===== src/rtl/vga_pkg.sv =====
// Shared VGA/VRAM definitions: default widths, the host starvation limit and
// the tag that rides alongside each VRAM access through the read pipeline.
package vga_pkg;

    localparam int VRAM_ADDR_W      = 17;
    localparam int PIXEL_W          = 12;
    localparam int STARVE_LIMIT_DEF = 8;

    typedef enum logic [1:0] {
        TAG_NONE    = 2'd0,
        TAG_DISP    = 2'd1,
        TAG_HOST_RD = 2'd2
    } access_tag_e;

endpackage


===== src/rtl/vram_arbiter.sv =====
// Arbitrates one single-port synchronous VRAM between display scan-out (fixed
// priority) and a host port that is force-granted after STARVE_LIMIT blocked cycles.
module vram_arbiter
    import vga_pkg::*;
#(
    parameter int ADDR_W       = VRAM_ADDR_W,
    parameter int DATA_W       = PIXEL_W,
    parameter int STARVE_LIMIT = STARVE_LIMIT_DEF
) (
    input  logic              clk,
    input  logic              reset,

    input  logic              disp_req,
    input  logic [ADDR_W-1:0] disp_addr,
    output logic              disp_gnt,
    output logic [DATA_W-1:0] disp_rdata,
    output logic              disp_rvalid,

    input  logic              host_req,
    input  logic              host_we,
    input  logic [ADDR_W-1:0] host_addr,
    input  logic [DATA_W-1:0] host_wdata,
    output logic              host_gnt,
    output logic [DATA_W-1:0] host_rdata,
    output logic              host_rvalid,

    output logic              mem_en,
    output logic              mem_we,
    output logic [ADDR_W-1:0] mem_addr,
    output logic [DATA_W-1:0] mem_wdata,
    input  logic [DATA_W-1:0] mem_rdata
);

    localparam int                CNT_W   = $clog2(STARVE_LIMIT + 1);
    localparam logic [CNT_W-1:0] CNT_MAX = CNT_W'(STARVE_LIMIT);

    logic [CNT_W-1:0] r_starve_cnt;
    access_tag_e      r_tag_s1;
    access_tag_e      r_tag_s2;

    logic             w_force_host;
    logic             w_xfer;
    access_tag_e      w_tag_in;

    // Grants are combinational so a requester sees its transfer in the same cycle.
    assign w_force_host = (r_starve_cnt == CNT_MAX);
    assign disp_gnt     = !reset && disp_req && !w_force_host;
    assign host_gnt     = !reset && host_req && (!disp_req || w_force_host);
    assign w_xfer       = disp_gnt || host_gnt;

    always_comb begin
        w_tag_in = TAG_NONE;
        if (disp_gnt)
            w_tag_in = TAG_DISP;
        else if (host_gnt && !host_we)
            w_tag_in = TAG_HOST_RD;
    end

    always_ff @(posedge clk or posedge reset) begin
        if (reset)
            r_starve_cnt <= '0;
        else if (!host_req || host_gnt)
            r_starve_cnt <= '0;
        else if (!w_force_host)
            r_starve_cnt <= r_starve_cnt + 1'b1;
    end

    // Stage 1 drives the VRAM; stage 2 lines up with mem_rdata; then the result port.
    always_ff @(posedge clk or posedge reset) begin
        if (reset) begin
            mem_en      <= 1'b0;
            mem_we      <= 1'b0;
            mem_addr    <= '0;
            mem_wdata   <= '0;
            r_tag_s1    <= TAG_NONE;
            r_tag_s2    <= TAG_NONE;
            disp_rvalid <= 1'b0;
            host_rvalid <= 1'b0;
            disp_rdata  <= '0;
            host_rdata  <= '0;
        end else begin
            mem_en   <= w_xfer;
            mem_we   <= host_gnt && host_we;
            if (disp_gnt)
                mem_addr <= disp_addr;
            else if (host_gnt)
                mem_addr <= host_addr;
            if (host_gnt)
                mem_wdata <= host_wdata;

            r_tag_s1    <= w_tag_in;
            r_tag_s2    <= r_tag_s1;
            disp_rvalid <= (r_tag_s2 == TAG_DISP);
            host_rvalid <= (r_tag_s2 == TAG_HOST_RD);
            if (r_tag_s2 == TAG_DISP)
                disp_rdata <= mem_rdata;
            if (r_tag_s2 == TAG_HOST_RD)
                host_rdata <= mem_rdata;
        end
    end

endmodule


===== config.mk =====
export PLATFORM = sky130hd
export DESIGN_NAME = vram_arbiter
export DESIGN_NICKNAME = d
export VERILOG_FILES = /design/src/rtl/vga_pkg.sv /design/src/rtl/vram_arbiter.sv
export SDC_FILE = /design/constraint.sdc
export NUM_CORES = 1
export LEC_CHECK = 0
export ABC_AREA = 1
export BUFFER_PORTS_ARGS = -buffer_cell sky130_fd_sc_hd__buf_4
export CAP_MARGIN = 20
export CORE_ASPECT_RATIO = 1.4
export CORE_MARGIN = 3
export CORE_UTILIZATION = 47
export CTS_CLUSTER_DIAMETER = 120
export DETAILED_ROUTE_END_ITERATION = 10
export GPL_TIMING_DRIVEN = 0
export HOLD_SLACK_MARGIN = 0.15
export PLACE_DENSITY_LB_ADDON = 0.25
export SYNTH_ARGS = -nofsm -noshare
export SYNTH_HDL_FRONTEND = slang
export SYNTH_SLANG_ARGS = --single-unit

===== constraint.sdc =====
create_clock -name clk -period 4.15 [get_ports clk]
set_input_delay 1.245 -clock clk [delete_from_list [all_inputs] [get_ports clk]]
set_output_delay 1.245 -clock clk [all_outputs]
set_load 0.02 [all_outputs]

# After elaboration in Yosys (flattened, before gate mapping)
# Index checks and enable logic that the tools add are counted.
[word_totals]
register_bits = 65
inputBits = 63
output_inout_bits = 59
wordCells = 37
[op_classes]
n_addsub = 1
eq_ne = 4
n_mux = 6
reduce_logical = 15
[op_table]
columns = ["cell", "count"]
rows = [
  ["17-bit 2-to-1 mux", 2],
  ["4-bit 2-to-1 mux", 2],
  ["1-bit logical AND", 6],
  ["1-bit zero test", 5],
  ["4-bit by 1-bit adder with 4-bit output, second input constant", 1],
  ["4-bit equality test, second input constant", 1],
  ["2-bit 2-to-1 mux", 2],
  ["1-bit logical OR", 3],
  ["2-bit by 1-bit equality test with 1-bit output, second input constant", 1],
  ["2-bit equality test, second input constant", 1],
  ["2-bit by 1-bit != test with 1-bit output, second input constant", 1],
  ["2-bit nonzero test", 1],
]

# Longest topological paths before layout
[depth]
depth_word = 6
depth_mapped = 8
ltp_nobuf = 7

# Least setup slack after synthesis
# No wires, ideal clock.
[synth_path]
path_kind = "input -> output"
start = "in reset"
end = "out host_gnt"
arrival_ns = 2.697
t_required_ns = 2.905
slack_ns = 0.208
path_stages = 6
cell_sequence = "inv_2 -> nand2_4 -> inv_2 -> nand2_2 -> buf_4 -> inv_1"
[synth_between]
elab_chain_len = 3
[synth_lines]
columns = ["element", "line", "source"]
rows = [
  ["start: declaration", "vram_arbiter.sv:11", "input logic reset,"],
  ["1-bit zero test (no line)", "-", ""],
  ["1-bit logical AND (2 in a row)", "vram_arbiter.sv:48", "assign host_gnt = !reset && host_req && (!disp_req || w_force_host);"],
  ["end: declaration", "vram_arbiter.sv:23", "output logic host_gnt,"],
]
# Every way passes these cells.

# Worst setup path in the final report
# Same ends and word-level chain as after synthesis.

==> report_table.html <==
<table>
<tr><th>Metric</th><th>Value</th></tr>
<tr><th colspan="2">Outcome</th></tr>
<tr><td>Result of the run</td><td>finished, final reports clean</td></tr>
<tr><th colspan="2">Synthesis</th></tr>
<tr><td>Asr flop ratio synth</td><td>100%</td></tr>
<tr><td>Primary FF master, synth</td><td>sky130_fd_sc_hd__dfrtp_1</td></tr>
<tr><td>Count of unique library cells instantiated by Yosys</td><td>20</td></tr>
<tr><td>Xor-xnor portion of the synthesized cell area</td><td>less than 1%</td></tr>
<tr><td>Instance count of the mapped netlist</td><td>321</td></tr>
<tr><td>Compound-Gate Fraction of Synth Area</td><td>under 10%</td></tr>
<tr><td>Multiplexer fraction of the synthesized cell area</td><td>0%</td></tr>
<tr><td>Basic-gate share of the synthesized area counting and, or, nand and nor cells</td><td>slightly below 30%</td></tr>
<tr><td>Adder-cell share of the synthesized area</td><td>0.894%</td></tr>
<tr><td>Syn Std Cell Area</td><td>0.00280 sq mm</td></tr>
<tr><td>Combinational family with the most area after synthesis</td><td>simple AND/OR/NAND/NOR gates</td></tr>
<tr><td>Yosys Warn Count</td><td>0</td></tr>
<tr><td>Number of flops mapped to enable cells by yosys</td><td>0</td></tr>
<tr><td>Post-Syn Area per Cell</td><td>8.72 sq um</td></tr>
<tr><td>Sequential area share after synthesis</td><td>58.1%</td></tr>
<tr><td>Number of register bits inferred by synthesis</td><td>65</td></tr>
<tr><td>Post-Synthesis Net Count</td><td>386</td></tr>
<tr><th colspan="2">Clock tree</th></tr>
<tr><td>Post-CTS repair timing setup buffer count</td><td>0</td></tr>
<tr><td>Sinks on Clock Net</td><td>65</td></tr>
<tr><td>Maximum number of buffers from clock root to sink</td><td>2</td></tr>
<tr><td>Worst-skew pair later-pin latency</td><td>0.34 ns</td></tr>
<tr><td>Cts bufs inserted</td><td>9</td></tr>
<tr><td>H-Tree Level Count</td><td>3</td></tr>
<tr><td>Clk slew on worst S/H paths</td><td>0.07 ns</td></tr>
<tr><td>Root buf cell</td><td>sky130_fd_sc_hd__clkbuf_8</td></tr>
<tr><td>Count of hold buffers inserted by post-cts repair</td><td>0</td></tr>
<tr><td>Clock tree from TritonCTS</td><td>done</td></tr>
<tr><th colspan="2">Drt</th></tr>
<tr><td>Initial DRC Count</td><td>170</td></tr>
<tr><td>Number of vias per cell</td><td>4.94</td></tr>
<tr><td>Router iterations before antenna repair</td><td>4</td></tr>
<tr><td>Routed wire length</td><td>6960 um</td></tr>
<tr><td>Via Count</td><td>2606</td></tr>
<tr><td>Mean routed wirelength per cell</td><td>13.2 um</td></tr>
<tr><td>Remaining number of nets flagged by the antenna check after routing</td><td>0</td></tr>
<tr><td>DRC violations left</td><td>0</td></tr>
<tr><th colspan="2">STA</th></tr>
<tr><td>Final setup vio count</td><td>0</td></tr>
<tr><td>Final min period</td><td>3.75 ns</td></tr>
<tr><td>Pin slew with the least headroom to its limit</td><td>approximately 0.47 ns</td></tr>
<tr><td>Final clock period utilization by the worst path</td><td>90.4%</td></tr>
<tr><td>Worst slew slack as a fraction of its limit</td><td>68.6%</td></tr>
<tr><td>Slew Viols, Final</td><td>0</td></tr>
<tr><td>Post-route clock skew</td><td>0.00716 ns</td></tr>
<tr><td>Hold violation count in the final report</td><td>0</td></tr>
<tr><td>FMAX</td><td>approximately 270 MHz</td></tr>
<tr><td>RSZ-0062 raised after global routing</td><td>false</td></tr>
<tr><th colspan="2">Power</th></tr>
<tr><td>Total design power</td><td>1.85 mW</td></tr>
<tr><td>Leakage power</td><td>between 2 and 2.5 nW</td></tr>
<tr><td>Power per unit of standard cell area</td><td>roughly 460 mW/mm^2</td></tr>
<tr><td>Maximum ir drop on the vdd rail</td><td>0.237 mV</td></tr>
<tr><th colspan="2">Floorplanning</th></tr>
<tr><td>Die area</td><td>0.00693 sq mm</td></tr>
<tr><td>Core outline area</td><td>0.00565 sq mm</td></tr>
<tr><td>Horizontal die dimension</td><td>71.2 um</td></tr>
<tr><td>Top Ports</td><td>122</td></tr>
<tr><td>Initial Utilization</td><td>49.6%</td></tr>
<tr><td>Vert. Die Dim</td><td>97.3 um</td></tr>
<tr><td>Floorplan row count</td><td>32</td></tr>
<tr><th colspan="2">Cells and area</th></tr>
<tr><td>Final cell count without fillers</td><td>527</td></tr>
<tr><td>Layout overhead on the synthesized area</td><td>44.5%</td></tr>
<tr><td>Number of fillers in the final layout</td><td>approximately 440</td></tr>
<tr><td>Share of the core filled with cells</td><td>71.7%</td></tr>
<tr><td># diodes</td><td>0</td></tr>
<tr><td>Net count, final</td><td>roughly 520</td></tr>
<tr><td>Total non-filler cell area in the finished layout</td><td>0.00405 sq mm</td></tr>
<tr><td>Share of layout cells above drive strength 1</td><td>33.8%</td></tr>
<tr><th colspan="2">Place</th></tr>
<tr><td>Buffers on Ports</td><td>roughly 120</td></tr>
<tr><td>Total placed cells including tap cells</td><td>511</td></tr>
<tr><td>Standard cell area after detailed placement</td><td>0.00381 sq mm</td></tr>
<tr><td>RD Place Congestion</td><td>0.829</td></tr>
<tr><td>Sum of net half-perimeters after detailed placement</td><td>roughly 5200 um</td></tr>
<tr><th colspan="2">GRT</th></tr>
<tr><td>GR Overflow Total</td><td>0</td></tr>
<tr><td>Total global-route track usage</td><td>21.5%</td></tr>
<tr><td>Wire length of the first global-routing pass</td><td>between 10000 and 15000 um</td></tr>
<tr><td>Via count of the first global-routing pass</td><td>2607</td></tr>
<tr><td>Pin count of the biggest net entering global routing</td><td>36</td></tr>
<tr><td>Antenna violations before repair</td><td>0</td></tr>
<tr><th colspan="2">Setup path</th></tr>
<tr><td>CP Class</td><td>in -&gt; out</td></tr>
<tr><td>Element type at the critical path end</td><td>output port</td></tr>
<tr><td>CP Data Required Time</td><td>2.90 ns</td></tr>
<tr><td>CP startpoint kind</td><td>input port</td></tr>
<tr><td>Worst reg-to-reg setup slack</td><td>2.52 ns</td></tr>
<tr><td>Depth of the worst register-to-register path</td><td>7</td></tr>
<tr><td>Critical path peak fanout</td><td>35</td></tr>
<tr><td>Data arrival, critical path</td><td>between 2 and 3 ns</td></tr>
<tr><th colspan="2">Worst hold path</th></tr>
<tr><td>Hold path cells</td><td>0</td></tr>
<tr><td>HP Class</td><td>reg -&gt; reg</td></tr>
<tr><th colspan="2">Flow run</th></tr>
<tr><td>Max-capacitance violation count</td><td>0</td></tr>
</table>
## cells in the final DEF (no fill, tap or decap), types with 6 or more instances in the layout
cell	synthesis	final
sky130_fd_sc_hd__nor2_1	6	6
sky130_fd_sc_hd__inv_1	23	23
sky130_fd_sc_hd__o21ai_0	20	20
sky130_fd_sc_hd__clkbuf_8	0	11
sky130_fd_sc_hd__nand3_1	30	30
sky130_fd_sc_hd__dfrtp_1	65	65
sky130_fd_sc_hd__clkbuf_1	7	7
sky130_fd_sc_hd__buf_2	7	7
sky130_fd_sc_hd__nand3b_1	17	17
sky130_fd_sc_hd__buf_4	3	124
sky130_fd_sc_hd__nand2_1	125	125
## worst max-delay path, stage by stage
cell	delay, ns
sky130_fd_sc_hd__buf_4	0.13
sky130_fd_sc_hd__inv_4	0.35
sky130_fd_sc_hd__nand2_4	0.17
sky130_fd_sc_hd__inv_2	0.11
sky130_fd_sc_hd__nand2_2	0.11
sky130_fd_sc_hd__buf_4	0.19
sky130_fd_sc_hd__inv_1	0.06
sky130_fd_sc_hd__buf_4	0.13
## report_power, final
part | leakage [nW] | internal (mW) | switching, mW
Clock | 0.115 | 0.369 | 0.235
Combinational | 1.35 | 0.207 | 0.259
Sequential | 0.800 | 0.726 | 0.0523
## cell families after synthesis
family,after synthesis
and+or+nand+nor,186
adders and majority gates,2
DFF,65
xor gates and xnor gates,2
AOI/OAI and AO/OA,24
buffers and inverters,42
## layout make-up
cell class / count / area (sq um) / share of cell area [%]
Clock inverter: 5 / 77.6 / 1.92
Buffer: 17 / 83.8 / 2.07
Clock buffer: 11 / 151 / 3.74
Inverter: 25 / 96.3 / 2.38
Sequential cell: 65 / 1630 / 40.2
Multi-Input combinational cell: 214 / 996 / 24.6
Tap cell: 68 / 85.1 / 2.10
Timing Repair Buffer: 122 / 928 / 23.0
## sequential cells by signal, indices dropped and copies added (netlist names)
name,flops
disp_rdata,12
disp_rvalid,1
host_rdata,12
host_rvalid,1
mem_addr,17
mem_en,1
mem_wdata,12
mem_we,1
r_starve_cnt,4
r_tag_s1,2
r_tag_s2,2
## layer usage
metal / track usage, % / wire (um) / vias to the layer above
met4: 8.83 / 153 / 0
li1: - / - / 1277
met5: 0 / 0 / -
met1: 24.9 / 2640 / 1216
met2: 36.8 / 3590 / 101
met3: 6.00 / 576 / 12
## path summary, 6_finish.rpt
path,from,end
max in group asynchronous,reset,disp_rdata[9]
worst min register to register,r_tag_s1[1],r_tag_s2[1]
worst min-delay path,r_tag_s1[1],r_tag_s2[1]
worst max-delay path,reset,host_gnt
min in group asynchronous,reset,mem_wdata[5]
worst max register to register,r_starve_cnt[0],mem_addr[2]
## per-stage QoR
stage | setup TNS (ns) | setup WS [ns] | hold WS (ns)
2_1_floorplan | 0 | 0.208 | 0.331
3_3_place_gp | -0.391 | -0.391 | 0.335
3_5_place_dp | 0 | 0.0628 | 0.341
4_1_cts | 0 | 0.0665 | 0.358
5_1_grt | 0 | 0.219 | 0.374
6_report | 0 | 0.399 | 0.356
## cell usage after synthesis (3+ instances only)
library cell	n	area, sq um
sky130_fd_sc_hd__buf_2	7	35.0
sky130_fd_sc_hd__buf_4	3	22.5
sky130_fd_sc_hd__clkbuf_1	7	26.3
sky130_fd_sc_hd__dfrtp_1	65	1630
sky130_fd_sc_hd__inv_1	23	86.3
sky130_fd_sc_hd__nand2_1	125	469
sky130_fd_sc_hd__nand3_1	30	150
sky130_fd_sc_hd__nand3b_1	17	128
sky130_fd_sc_hd__nor2_1	6	22.5
sky130_fd_sc_hd__o21ai_0	20	100
sky130_fd_sc_hd__o21ai_1	4	20.0
## what timing repair did
action / 4_1_cts / 5_1_grt
endpoints found under the hold margin: 0 / 0
gates resized for setup: 0 / 2
endpoints found under the setup margin: 0 / 1
Note: power is estimated with default switching activity, not from simulation.
